**src/rtl/line_drawer_stream.sv**
```systemverilog
// Bresenham line rasteriser with a valid/ready pixel stream.
// Handles all eight octants in endpoint order and flags the final pixel.
module line_drawer_stream #(
    parameter int COORD_W = 11
) (
    input  logic               clk,
    input  logic               reset,
    input  logic               start,
    input  logic               abort,
    input  logic [COORD_W-1:0] x0,
    input  logic [COORD_W-1:0] y0,
    input  logic [COORD_W-1:0] x1,
    input  logic [COORD_W-1:0] y1,
    output logic               busy,
    output logic               pix_valid,
    input  logic               pix_ready,
    output logic [COORD_W-1:0] pix_x,
    output logic [COORD_W-1:0] pix_y,
    output logic               pix_last,
    output logic               done
);

    localparam int EW  = COORD_W + 2;
    localparam int E2W = COORD_W + 3;
    localparam logic [COORD_W-1:0] C_ONE    = {{(COORD_W-1){1'b0}}, 1'b1};
    localparam logic signed [EW-1:0] C_ZERO = {EW{1'b0}};

    typedef enum logic [1:0] {
        S_IDLE  = 2'd0,
        S_SETUP = 2'd1,
        S_DRAW  = 2'd2,
        S_DONE  = 2'd3
    } state_t;

    state_t r_state, w_state_nxt;

    logic [COORD_W-1:0] r_x0, r_y0, r_x1, r_y1;
    logic [COORD_W-1:0] r_pix_x, r_pix_y;
    logic signed [EW-1:0] r_dx, r_dy, r_err;
    logic r_sx_neg, r_sy_neg;
    logic r_pix_valid, r_pix_last, r_busy, r_done;

    logic [COORD_W-1:0]    w_dx_abs, w_dy_abs;
    logic signed [EW-1:0]  w_dx_setup, w_dy_setup, w_err_step, w_err_nxt;
    logic signed [E2W-1:0] w_e2, w_dx_ext, w_dy_ext;
    logic                  w_step_x, w_step_y, w_hs, w_latch;
    logic [COORD_W-1:0]    w_nx, w_ny, w_cx_nxt, w_cy_nxt;
    logic                  w_valid_nxt, w_last_nxt, w_busy_nxt, w_done_nxt;

    // Setup arithmetic on the latched endpoints; widened so nothing wraps.
    assign w_dx_abs   = (r_x1 >= r_x0) ? (r_x1 - r_x0) : (r_x0 - r_x1);
    assign w_dy_abs   = (r_y1 >= r_y0) ? (r_y1 - r_y0) : (r_y0 - r_y1);
    assign w_dx_setup = $signed({2'b00, w_dx_abs});
    assign w_dy_setup = C_ZERO - $signed({2'b00, w_dy_abs});

    assign w_e2       = $signed({r_err, 1'b0});
    assign w_dx_ext   = r_dx;
    assign w_dy_ext   = r_dy;
    assign w_step_x   = (w_e2 >= w_dy_ext);
    assign w_step_y   = (w_e2 <= w_dx_ext);
    assign w_err_step = r_err + (w_step_x ? r_dy : C_ZERO) + (w_step_y ? r_dx : C_ZERO);
    assign w_nx       = w_step_x ? (r_sx_neg ? (r_pix_x - C_ONE) : (r_pix_x + C_ONE)) : r_pix_x;
    assign w_ny       = w_step_y ? (r_sy_neg ? (r_pix_y - C_ONE) : (r_pix_y + C_ONE)) : r_pix_y;
    assign w_hs       = r_pix_valid & pix_ready;

    // Next-state and next-output decode; everything holds unless a rule fires.
    always_comb begin
        w_state_nxt = r_state;
        w_valid_nxt = r_pix_valid;
        w_last_nxt  = r_pix_last;
        w_busy_nxt  = r_busy;
        w_done_nxt  = 1'b0;
        w_cx_nxt    = r_pix_x;
        w_cy_nxt    = r_pix_y;
        w_err_nxt   = r_err;
        w_latch     = 1'b0;
        case (r_state)
            S_IDLE: begin
                if (start) begin
                    w_state_nxt = S_SETUP;
                    w_busy_nxt  = 1'b1;
                    w_latch     = 1'b1;
                end else begin
                    w_busy_nxt  = 1'b0;
                end
            end
            S_SETUP: begin
                if (abort) begin
                    w_state_nxt = S_IDLE;
                    w_busy_nxt  = 1'b0;
                    w_valid_nxt = 1'b0;
                    w_last_nxt  = 1'b0;
                end else begin
                    w_state_nxt = S_DRAW;
                    w_valid_nxt = 1'b1;
                    w_cx_nxt    = r_x0;
                    w_cy_nxt    = r_y0;
                    w_last_nxt  = (r_x0 == r_x1) && (r_y0 == r_y1);
                    w_err_nxt   = w_dx_setup + w_dy_setup;
                end
            end
            S_DRAW: begin
                if (abort) begin
                    w_state_nxt = S_IDLE;
                    w_busy_nxt  = 1'b0;
                    w_valid_nxt = 1'b0;
                    w_last_nxt  = 1'b0;
                end else if (w_hs && r_pix_last) begin
                    w_state_nxt = S_DONE;
                    w_busy_nxt  = 1'b0;
                    w_valid_nxt = 1'b0;
                    w_last_nxt  = 1'b0;
                    w_done_nxt  = 1'b1;
                end else if (w_hs) begin
                    w_cx_nxt    = w_nx;
                    w_cy_nxt    = w_ny;
                    w_err_nxt   = w_err_step;
                    w_last_nxt  = (w_nx == r_x1) && (w_ny == r_y1);
                end else begin
                    w_state_nxt = S_DRAW;
                end
            end
            S_DONE: begin
                w_state_nxt = S_IDLE;
            end
            default: begin
                w_state_nxt = S_IDLE;
                w_busy_nxt  = 1'b0;
                w_valid_nxt = 1'b0;
                w_last_nxt  = 1'b0;
            end
        endcase
    end

    // State, registered outputs and per-line working registers.
    always_ff @(posedge clk or posedge reset) begin
        if (reset) begin
            r_state     <= S_IDLE;
            r_x0        <= {COORD_W{1'b0}};
            r_y0        <= {COORD_W{1'b0}};
            r_x1        <= {COORD_W{1'b0}};
            r_y1        <= {COORD_W{1'b0}};
            r_pix_x     <= {COORD_W{1'b0}};
            r_pix_y     <= {COORD_W{1'b0}};
            r_dx        <= C_ZERO;
            r_dy        <= C_ZERO;
            r_err       <= C_ZERO;
            r_sx_neg    <= 1'b0;
            r_sy_neg    <= 1'b0;
            r_pix_valid <= 1'b0;
            r_pix_last  <= 1'b0;
            r_busy      <= 1'b0;
            r_done      <= 1'b0;
        end else begin
            r_state     <= w_state_nxt;
            r_pix_x     <= w_cx_nxt;
            r_pix_y     <= w_cy_nxt;
            r_err       <= w_err_nxt;
            r_pix_valid <= w_valid_nxt;
            r_pix_last  <= w_last_nxt;
            r_busy      <= w_busy_nxt;
            r_done      <= w_done_nxt;
            if (w_latch) begin
                r_x0 <= x0;
                r_y0 <= y0;
                r_x1 <= x1;
                r_y1 <= y1;
            end
            if (r_state == S_SETUP) begin
                r_dx     <= w_dx_setup;
                r_dy     <= w_dy_setup;
                r_sx_neg <= (r_x0 >= r_x1);
                r_sy_neg <= (r_y0 >= r_y1);
            end
        end
    end

    assign busy      = r_busy;
    assign pix_valid = r_pix_valid;
    assign pix_x     = r_pix_x;
    assign pix_y     = r_pix_y;
    assign pix_last  = r_pix_last;
    assign done      = r_done;

endmodule

```
**config.mk**
```make
export PLATFORM = sky130hd
export DESIGN_NAME = line_drawer_stream
export DESIGN_NICKNAME = d
export VERILOG_FILES = /design/src/rtl/line_drawer_stream.sv
export SDC_FILE = /design/constraint.sdc
export NUM_CORES = 1
export LEC_CHECK = 0
export BUFFER_PORTS_ARGS = -buffer_cell sky130_fd_sc_hd__buf_2
export CAP_MARGIN = 20
export CORE_MARGIN = 1.5
export CORE_UTILIZATION = 30
export CTS_CLUSTER_DIAMETER = 50
export CTS_CLUSTER_SIZE = 24
export DETAILED_ROUTE_END_ITERATION = 16
export MAX_ROUTING_LAYER = met4
export SYNTH_ARGS = -nofsm -noshare
export SYNTH_HDL_FRONTEND = slang
export SYNTH_SLANG_ARGS = --single-unit
```
**constraint.sdc**
```tcl
create_clock -name clk -period 5.1 [get_ports clk]
set_clock_uncertainty 0.1 [all_clocks]
set_input_delay 0.765 -clock clk [delete_from_list [all_inputs] [get_ports clk]]
set_output_delay 0.765 -clock clk [all_outputs]
set_load 0.005 [all_outputs]
```
## Yosys cells after proc, flatten, opt, wreduce, memory -nomap -nowiden

Index checks and enable logic that the tools add are counted.

- Register bits: 110
- Output and inout port bits: 26
- Word-level logic and storage cells: 107
- Input bits: 49

- Multiplexer cells: 45
- Equality and inequality tests: 16
- $add $sub $neg: 12
- Magnitude comparators: 6
- Reduce and logical (&&, ||, !) cells: 11
- Bitwise operators: 1

Operators with widths:

| cell | count |
|---|---|
| two-way mux 11 bit | 15 |
| two-way mux 13 bit | 5 |
| equality test 11 bit | 4 |
| greater-or-equal comparator 11 bit | 4 |
| one-hot mux 11 bit (2 select lines) | 2 |
| subtractor 11 bit | 4 |
| one-hot mux 13 bit (2 select lines) | 1 |
| adder 11 x 1 -> 11 bit (second input constant) | 2 |
| subtractor 11 x 1 -> 11 bit (second input constant) | 2 |
| greater-or-equal comparator 14 x 12 -> 1 bit | 1 |
| <= comparator 14 x 12 -> 1 bit | 1 |
| adder 12 x 12 -> 13 bit | 1 |
| adder 13 x 12 -> 13 bit | 1 |
| adder 13 bit | 1 |
| two-way mux 1 bit | 13 |
| inequality test 2 bit (second input constant) | 6 |
| subtractor 1 x 11 -> 12 bit (first input constant) | 1 |
| two-way mux 2 bit | 5 |
| inequality test 4 bit (second input constant) | 2 |
| one-hot mux 2 bit (4 select lines) | 1 |
| AND reduction 2 bit | 3 |
| AND reduction 5 bit | 1 |
| equality test 2 bit (second input constant) | 2 |
| one-hot mux 1 bit (2 select lines) | 2 |
| other kinds (9) | 11 |

## Depth between registers and ports, before layout

Gate-level depths: netlist of the first run.

- Word-level depth: 9
- Depth in mapped cells: 29
- Depth with buffers taken out: 27

## Worst setup path after synthesis of the first run

OpenSTA, ideal clock, no wires.

- Kind: register to register
- Start point: reg r_err[0]
- End point: reg r_err[12]
- Slack: -10 ps
- Arrival time: 4886 ps
- Path buffers: 2
- Setup time: 124 ps
- Clock period less this slack: 5110 ps
- Stages on the path, launching flop included: 25
- Path through: dfrtp_1 ha_1 nor2b_1 o21a_1 o21a_1 o211ai_1 a211o_1 a211o_1 clkbuf_1 inv_1 clkbuf_1 nor2_1 fa_1 ha_1 a21o_1 a21oi_1 o21ai_0 a21oi_1 o21ai_0 a21oi_1 o21ai_0 o41ai_1 xnor2_1 o21ai_0 a211o_1

- Longest elaborated chain between the ends: 8
- Elaborated cells on any way between the ends: 10
- Those cells by class: add/sub (2); order compare (2); mux (6)

RTL lines:

| item | RTL line | text |
|---|---|---|
| start: declaration | 39 | `logic signed [EW-1:0] r_dx, r_dy, r_err;` |
| start signal: assignment | 158 | `r_err <= w_err_nxt;` |
| greater-or-equal comparator 14 x 12 -> 1 bit | 59 | `assign w_step_x = (w_e2 >= w_dy_ext);` |
| two-way mux 13 bit | 61 | `assign w_err_step = r_err + (w_step_x ? r_dy : C_ZERO) + (w_step_y ? r_dx : C_ZERO);` |
| adder 13 bit | 61 |  |
| adder 13 x 12 -> 13 bit * | 61 |  |
| two-way mux 13 bit * | 114 | `end else if (w_hs) begin` |
| two-way mux 13 bit * | 108 | `end else if (w_hs && r_pix_last) begin` |
| two-way mux 13 bit * | 103 | `if (abort) begin` |
| one-hot mux 13 bit (2 select lines) * | 77 | `case (r_state)` |

Mark *: on every way between the ends. The rest lies on a longest branch, timed or not. The select of a mux whose other input is x is not followed.
A chain may end at the register's enable or synchronous reset.

## Worst setup path in the final report of the first run

- Start point: reg r_y1[4]
- End point: reg r_err[12]

- Longest elaborated chain between the ends: 6
- Elaborated cells on any way between the ends: 8
- Those cells by class: add/sub (4); order compare (1); mux (3)

RTL lines:

| item | RTL line | text |
|---|---|---|
| start: declaration | 37 | `logic [COORD_W-1:0] r_x0, r_y0, r_x1, r_y1;` |
| start signal: assignment | 142 | `r_y1 <= {COORD_W{1'b0}};` |
| start signal: assignment | 167 | `r_y1 <= y1;` |
| subtractor 11 bit or greater-or-equal comparator 11 bit (tied branches) | 52 | `assign w_dy_abs = (r_y1 >= r_y0) ? (r_y1 - r_y0) : (r_y0 - r_y1);` |
| two-way mux 11 bit * | 52 |  |
| subtractor 1 x 11 -> 12 bit * | 54 | `assign w_dy_setup = C_ZERO - $signed({2'b00, w_dy_abs});` |
| via w_dy_setup[8] | 44 | `logic signed [EW-1:0] w_dx_setup, w_dy_setup, w_err_step, w_err_nxt;` |
| adder 12 x 12 -> 13 bit * | 99 | `w_err_nxt = w_dx_setup + w_dy_setup;` |
| two-way mux 13 bit * | 88 | `if (abort) begin` |
| one-hot mux 13 bit (2 select lines) * | 77 |  |

Mark *: on every way through the listed nets, which the timed path passes. The rest lies on a longest branch. The select of a mux whose other input is x is not followed.

==> results.tsv, run 1 <==
stage	metric	value	unit
sta	final setup violation count	0	
synthesis	Syn Inst Count	1105	
synthesis	post-synthesis sequential area ratio	28.17	%
worst_setup_path	crit end category	flop	
drt	ANT nets after route	0	
synthesis	Synth Area per Inst	8.842	um^2
worst_setup_path	startpoint types	flop	
floorplan	Core ar.	31800	um^2
floorplan	Die W	183.5	um
worst_setup_path	WP data required	5.31	ns
min_path	Hold Path Class	in2async	
synthesis	Top FF cell, synth	dfrtp_1	
sta	Setup TNS	0	ns
grt	vias in the first global route	8193	
placed_design	placed cell count	1628	
grt	initial antenna violation count	1	
finish	most frequent cells in the layout	115 x inv_1, 110 x ha_1, 110 x dfrtp_1	
clock_network	clk root buf	clkbuf_16	
floorplan	Die Area	33660	um^2
finish	commonest non-fill, non-tap cell in the layout	inv_1	
worst_setup_path	end point of the critical path	r_err[12]	
worst_setup_path	Crit Path Max Fanout	7	
clock_network	CTS tree	built	
drt	initial DRC count	517	
synthesis	synth unique cells	74	
sta	final hold vios	0	
worst_setup_path	FF-to-FF setup slack	0.21	ns
clock_network	clock buffer depth	2	
sta	Peak Freq	0.2045	GHz
placed_design	I/O Buffers	74	
status	outcome	complete, no violations	
drt	number of vias per cell	5.048	
worst_setup_path	r2r worst-path depth	17	
placed_design	routability congestion estimate	0.9034	
drt	vias	8360	
floorplan	Boundary Pins	75	
clock_network	H-tree depth	3	
clock_network	Worst-Skew Late Latency	0.37	ns
job	number of max-cap violations	0	
finish	Non-Filler Instances	1656	
drt	number of remaining DRC errors	0	
worst_setup_path	crit path launch	r_y1[4]	
grt	total gr overflow	0	
worst_setup_path	Arr. time, crit path	5.10	ns
sta	post-route clock period utilization	95.89	%
floorplan	Rows	65	
worst_setup_path	worst r2r src	r_y1[4]	
drt	First-pass DRT Iterations	5	
synthesis	yosys warns	0	
grt	first-pass GRT wire length	45920	um
synthesis	EDFF count, synth	0	
sta	Slew @ Worst Pin	0.7065	ns
grt	GRT Overall Usage	18.15	%
drt	WL/cell	17.52	um
clock_network	Clock Pin Slew Worst Setup and Hold Paths	0.08	ns
finish	fraction of layout cells with a size suffix above 1	20.57	%
synthesis	Post-Syn Area	9771	um^2
worst_setup_path	path type of the worst setup path	reg2reg	
synthesis	Synth Register Bits	110	
drt	final wirelength	29010	um
clock_network	Num CTS Buffers	9	
finish	Final nets	1396	
placed_design	dpl hpwl	22970	um
clock_network	CTS Sinks	110	
floorplan	Die H	183.5	um
synthesis	Synth async-reset ratio	100.0	%
sta	fin crit period	4.890	ns
worst_setup_path	RR Endpoint	r_err[12]	
floorplan	Initial Util	30.73	%
sta	max-slew violation count	0	
finish	area grow syn2layout	18.47	%
synthesis	Mapped Nets	1286	
grt	pin count of the biggest net entering global routing	71	
sta	Max transition margin	52.85	%
==> repair_timing <==
item,CTS,global route
resized for setup,1,42
buffers inserted,1,9
pin swaps,1,10
hold buffers,0,0
setup endpoints to repair,2,7
==> worst min path at each step <==
stage / startpoint / to / slack [ns] / cells after the start
after floorplan: busy / busy / 0.37 / 2
after global placement: r_dx[9] / r_dx[9] / 0.39 / 1
after detailed placement: r_dx[9] / r_dx[9] / 0.40 / 1
after CTS: r_dx[9] / r_dx[9] / 0.42 / 1
after global routing: reset / r_dy[4] / 0.25 / 2
final: reset / r_err[6] / 0.24 / 2
==> per-layer routing <==
metal / vias to the layer above / wire (um) / global-route usage [%] / share of wire, %
li1: 4090 / - / - / -
met1: 4064 / 13610 / 24.17 / 47
met2: 174 / 13590 / 28.68 / 47
met3: 32 / 1142 / 2.021 / 3.9
met4: 0 / 660 / 6.164 / 2.3
met5: - / 0 / - / 0
==> kinds of logic after synthesis <==
| group | count (synthesis) | share of synthesized area [%] |
|---|---|---|
| compound gates | 284 | 18.34 |
| xor+xnor | 81 | 7.338 |
| fa+ha+maj | 133 | 18.48 |
| buf+inv | 152 | 5.993 |
| flops | 110 | 28.17 |
| mux | 74 | 8.260 |
| simple gates | 271 | 13.42 |
==> Yosys cell counts, types with 4 or more instances <==
cell      count  area share [%]
xor2_1       19             1.7
nand2b_1      7            0.45
and3_1        4            0.26
buf_1         4            0.15
fa_1         19             3.9
a31oi_1       5            0.32
dfrtp_1     110              28
o21a_1        8            0.61
a211o_1       4            0.36
o22ai_1      22             1.4
nor2_1       83             3.2
nor3_1       19            0.97
nand3_1      23             1.2
o21ai_1       4            0.20
o21bai_1     12            0.92
nor2b_1      17             1.1
xnor2_1      61             5.5
o31ai_1       4            0.31
buf_2         4            0.20
inv_1       118             4.5
mux2_2       53             6.1
clkbuf_1     23            0.88
ha_1        113              14
o211ai_1      5            0.38
a21oi_1      89             4.6
mux2i_1      21             2.2
a21boi_0      5            0.38
o21ai_0      66             3.4
nand4_1      11            0.70
nor4_1        5            0.32
and2_1        8            0.51
a21o_1       22             1.7
a211oi_1      8            0.61
nand2_1      77             3.0
==> critical path, stage by stage, from the launching register on <==
cell,delay (ns)
dfrtp_1,0.43
ha_2,0.33
a21o_1,0.22
a221o_1,0.38
a311o_2,0.45
nor2_4,0.16
mux2_2,0.38
a211oi_4,0.24
xnor2_1,0.18
and2_4,0.19
nand2_1,0.12
xnor2_2,0.18
ha_1,0.36
a21o_1,0.22
a21oi_2,0.21
o21ai_4,0.11
a2111oi_4,0.41
a211o_1,0.15
==> per-stage QoR <==
step,hold slack [ns],area (um^2),utilization [%],setup slack [ns]
global placement,0.3930,10900,34.29,0.04776
detailed placement,0.3983,10920,34.35,-0.04981
finish,0.2403,11570,36.40,0.2095
global route,0.2525,11570,36.39,-0.03276
CTS,0.4159,11300,35.55,0.004435
floorplan,0.3711,9772,-,0.04237
==> cell type report <==
class,instances,area (um^2)
Multi-Input combinational cell,843,6594
Antenna cell,1,2.502
Timing Repair Buffer,133,870.8
Sequential cell,110,2753
Inverter,118,445.4
Clock buffer,12,266.5
Fill cell,3270,20220
Tap cell,435,544.3
Clock inverter,4,98.84
==> sequential cells by signal (all words and copies together), names as in the netlist <==
signal	flops
r_err	13
r_dy	12
pix_x	11
pix_y	11
r_dx	11
r_x0	11
r_x1	11
r_y0	11
r_y1	11
r_state	2
busy	1
done	1
pix_last	1
pix_valid	1
r_sx_neg	1
r_sy_neg	1
Power of run 1 is not shown: default switching activity piles up to over one toggle a cycle in this logic, so the estimate is an artifact.
==> run 2: changes to the inputs <==
- clock period: 5.1 -> 4.7 ns (I/O delays scaled with it)
==> results.tsv, run 2 (synthesis gave the netlist of run 1 again) <==
stage	metric	value	unit
clock_network	clk root buf	clkbuf_16	
grt	first-pass GRT wire length	47760	um
floorplan	Die Area	33660	um^2
worst_setup_path	crit path launch	r_err[0]	
worst_setup_path	Crit Path Max Fanout	4	
status	outcome	finished with violations	
clock_network	CTS Sinks	110	
sta	RSZ-0062 raised after global routing	true	
clock_network	Worst-Skew Late Latency	0.37	ns
clock_network	clock buffer depth	2	
finish	biggest regs	r_err: 13 flops, r_dy: 12 flops	
drt	vias	8673	
finish	fraction of layout cells with a size suffix above 1	27.37	%
sta	Hold Slack	0.3901	ns
placed_design	I/O Buffers	74	
drt	First-pass DRT Iterations	6	
finish	max FFs per register	13	
sta	fin crit period	4.770	ns
floorplan	Boundary Pins	75	
sta	final hold vios	0	
sta	max-slew violation count	0	
clock_network	H-tree depth	3	
floorplan	Die W	183.5	um
drt	number of remaining DRC errors	0	
drt	final wirelength	29990	um
clock_network	CTS tree	built	
finish	area grow syn2layout	25.78	%
finish	diode count	0	
clock_network	Clock Pin Slew Worst Setup and Hold Paths	0.08	ns
floorplan	Die H	183.5	um
finish	Non-Filler Instances	1765	
sta	Setup TNS	-0.08485	ns
worst_setup_path	Arr. time, crit path	4.93	ns
job	number of max-cap violations	0	
drt	initial DRC count	463	
status	failing checks	setup timing	
worst_setup_path	path type of the worst setup path	reg2reg	
floorplan	Initial Util	30.73	%
sta	Max transition margin	31.64	%
sta	final setup violation count	2	
grt	initial antenna violation count	0	
worst_setup_path	crit end category	flop	
finish	most frequent cells in the layout	167 x buf_4, 113 x inv_1, 110 x dfrtp_1	
worst_setup_path	startpoint types	flop	
sta	worst setup margin	-0.06957	ns
placed_design	placed cell count	1729	
floorplan	Rows	65	
sta	post-route clock period utilization	101.5	%
finish	largest register by flop count	r_err	
drt	number of vias per cell	4.914	
placed_design	dpl hpwl	23880	um
placed_design	routability congestion estimate	0.9800	
floorplan	Core ar.	31800	um^2
finish	Final nets	1506	
grt	GRT Overall Usage	18.88	%
grt	pin count of the biggest net entering global routing	61	
clock_network	Num CTS Buffers	9	
sta	Slew @ Worst Pin	1.025	ns
sta	Peak Freq	0.2097	GHz
worst_setup_path	worst r2r src	r_err[0]	
drt	WL/cell	16.99	um
worst_setup_path	WP data required	4.86	ns
finish	commonest non-fill, non-tap cell in the layout	buf_4	
grt	total gr overflow	0	
drt	ANT nets after route	0	
grt	vias in the first global route	8638	
min_path	Hold Path Class	in2async	
-- run 2: cell count changes in the layout (fill, tap and decap cells not counted), sizes merged --
| cell | delta |
|---|---|
| bufinv | -2 |
| clkinvlp | +2 |
| diode | -1 |
| buf | +110 |
-- run 2: timing repair --
action / CTS / global route
setup buffers: 16 / 3
pin swaps: 24 / 23
hold buffers: 0 / 0
endpoints found under the hold margin: 0 / 0
endpoints found under the setup margin: 4 / 6
resized for setup: 23 / 18
-- run 2: final cells by class --
cell class / instances / area, um^2
Fill cell: 3214 / 19510
Multi-Input combinational cell: 843 / 6589
Sequential cell: 110 / 2753
Timing Repair Buffer: 243 / 1655
Tap cell: 435 / 544.3
Inverter: 118 / 447.9
Clock buffer: 12 / 246.5
Clock inverter: 4 / 53.80
-- run 2: final timing paths --
path	slack, ns	to	cells past startpoint
max	-0.07	r_err[12]	22
min in group clk	0.41	r_dx[10]	1
max in group asynchronous	3.18	pix_x[4]	3
min reg2reg	0.41	r_dx[10]	1
min	0.39	r_dx[3]	2
max reg2reg	-0.07	r_err[12]	22
-- run 2: worst max-delay path: stages (launching register included) --
cell and delay, ns:
dfrtp_1 0.43, ha_4 0.27, nor2b_4 0.13, o21a_1 0.13, o21a_1 0.13, o211ai_1 0.08, a211o_1 0.26, a211o_1 0.32
inv_4 0.09, nor2_2 0.04, fa_1 0.49, ha_1 0.31, a21o_1 0.17, a21oi_2 0.19, o21ai_2 0.09, a21oi_2 0.14
o21ai_1 0.11, a21oi_2 0.19, o21ai_2 0.08, o41ai_2 0.30, xnor2_1 0.20, o21ai_1 0.09, a211o_1 0.31
-- run 2: metrics by stage --
| step | util, % | setup WS (ns) | area (um^2) |
|---|---|---|---|
| after CTS | 38.25 | -0.01269 | 12160 |
| final | 38.65 | -0.06957 | 12290 |
| after detailed placement | 36.75 | -0.3275 | 11690 |
| after global routing | 38.65 | -0.2761 | 12290 |
| after global placement | 36.75 | -0.3150 | 11690 |
| after floorplan | - | -0.04385 | 9808 |
-- run 2: per-layer routing --
metal | up-vias | wire [um] | share of wire (%) | global-route usage [%]
met4 | 0 | 726 | 2.4 | 5.803
li1 | 4296 | - | - | -
met5 | - | 0 | 0 | -
met2 | 196 | 13990 | 47 | 29.59
met1 | 4139 | 14200 | 47 | 25.40
met3 | 42 | 1068 | 3.6 | 2.318
Power of run 2 is left out for the same reason.
==> run 3: changes to the inputs <==
- CORE_ASPECT_RATIO: unset -> 0.6
- clock period: 4.7 -> 6.2 ns (I/O delays scaled with it)
==> results.tsv, run 3 (synthesis gave the netlist of run 1 again) <==
stage	metric	value	unit
clock_network	CTS tree	built	
drt	initial DRC count	687	
worst_setup_path	Crit Path Max Fanout	15	
worst_setup_path	FF-to-FF setup slack	0.68	ns
drt	WL/cell	18.34	um
finish	Final nets	1347	
drt	number of remaining DRC errors	0	
clock_network	Num CTS Buffers	9	
floorplan	Die Area	33700	um^2
sta	Slew @ Worst Pin	1.068	ns
sta	final setup violation count	0	
clock_network	number of setup buffers added after CTS	0	
floorplan	Initial Util	30.93	%
drt	First-pass DRT Iterations	5	
drt	final wirelength	29110	um
worst_setup_path	RR Endpoint	r_err[12]	
placed_design	I/O Buffers	74	
grt	vias in the first global route	8087	
clock_network	clk root buf	clkbuf_16	
min_path	hold endpoint	busy	
finish	most frequent cells in the layout	117 x inv_1, 112 x ha_1, 110 x dfrtp_1	
sta	Max transition margin	28.65	%
worst_setup_path	r2r worst-path depth	22	
min_path	HP Start	busy	
min_path	Hold Path Depth	2	
worst_setup_path	worst r2r src	r_err[0]	
placed_design	Cell Area, Placed	10590	um^2
worst_setup_path	crit path launch	r_err[0]	
clock_network	Resized cells post-CTS	0	
grt	initial antenna violation count	0	
placed_design	placed cell count	1569	
grt	pin count of the biggest net entering global routing	60	
floorplan	Boundary Pins	75	
status	outcome	complete, no violations	
clock_network	Clock Pin Slew Worst Setup and Hold Paths	0.09	ns
placed_design	routability congestion estimate	0.9811	
clock_network	Worst-Skew Late Latency	0.39	ns
sta	fin crit period	5.524	ns
worst_setup_path	WP data required	6.38	ns
grt	first-pass GRT wire length	46510	um
sta	max-slew violation count	0	
floorplan	Die W	236.0	um
finish	Post-Layout Inst Area	10930	um^2
finish	Final Core Density	34.59	%
worst_setup_path	crit end category	flop	
drt	ANT nets after route	0	
finish	fraction of layout cells with a size suffix above 1	14.94	%
sta	RSZ-0062 raised after global routing	false	
grt	total gr overflow	0	
placed_design	dpl hpwl	22740	um
worst_setup_path	path type of the worst setup path	reg2reg	
floorplan	Die H	142.8	um
job	number of max-cap violations	0	
finish	area grow syn2layout	11.86	%
clock_network	clock buffer depth	2	
grt	GRT Overall Usage	18.55	%
finish	max FFs per register	13	
clock_network	H-tree depth	3	
floorplan	Rows	50	
worst_setup_path	Arr. time, crit path	5.70	ns
sta	Setup TNS	0	ns
sta	post-route clock period utilization	89.10	%
finish	diode count	0	
min_path	Hold Path Class	reg2reg	
finish	commonest non-fill, non-tap cell in the layout	inv_1	
drt	vias	8160	
clock_network	CTS Sinks	110	
worst_setup_path	startpoint types	flop	
clock_network	Hold Buf Count CTS	0	
sta	final hold vios	0	
sta	Peak Freq	0.1810	GHz
finish	Non-Filler Instances	1587	
finish	biggest regs	r_err: 13 flops, r_dy: 12 flops	
drt	number of vias per cell	5.142	
floorplan	Core ar.	31590	um^2
finish	largest register by flop count	r_err	
-- run 3: critical path: stages, from the launching register on --
cell	delay, ns
dfrtp_1	0.43
ha_1	0.28
nor2b_1	0.17
o21a_1	0.13
o21a_1	0.11
o211ai_1	0.08
a211o_1	0.26
a211o_1	0.27
inv_1	0.45
nor2_1	0.12
fa_1	0.48
ha_1	0.31
a21o_1	0.18
a21oi_1	0.20
o21ai_0	0.11
a21oi_1	0.24
o21ai_0	0.11
a21oi_1	0.24
o21ai_0	0.18
o41ai_1	0.35
xnor2_1	0.18
o21ai_0	0.10
a211o_1	0.33
-- run 3: through the flow --
| step | hold slack [ns] | worst slack (ns) |
|---|---|---|
| final | 0.3986 | 0.6756 |
| after global routing | 0.4375 | 0.2044 |
| after floorplan | 0.3711 | 1.090 |
| after CTS | 0.4086 | 0.7813 |
| after detailed placement | 0.3903 | 0.8208 |
| after global placement | 0.3673 | 0.9234 |
-- run 3: worst max-delay path by stage --
stage | end | slack, ns | cells after the start
floorplan | r_err[12] | 1.09 | 24
global placement | r_err[12] | 0.92 | 22
detailed placement | r_err[12] | 0.82 | 22
CTS | r_err[12] | 0.78 | 22
global route | r_err[12] | 0.20 | 22
finish | r_err[12] | 0.68 | 22
-- run 3: final cells by class --
cell class                      instances  area (um^2)
Timing Repair Buffer                   84        455.4
Sequential cell                       110         2753
Multi-Input combinational cell        843         6437
Inverter                              118        445.4
Tap cell                              416        520.5
Clock buffer                           10        239.0
Clock inverter                          6        78.83
Fill cell                            3269        20660
-- run 3: per-layer routing --
metal  global-route usage, %  share of wire [%]  vias up
met3                   4.755                7.8       25
li1                        -                  -     3970
met5                       -                  0        -
met4                   4.482                1.4        0
met2                   24.81                 38      262
met1                   27.22                 52     3903
Power of run 3 is left out for the same reason.
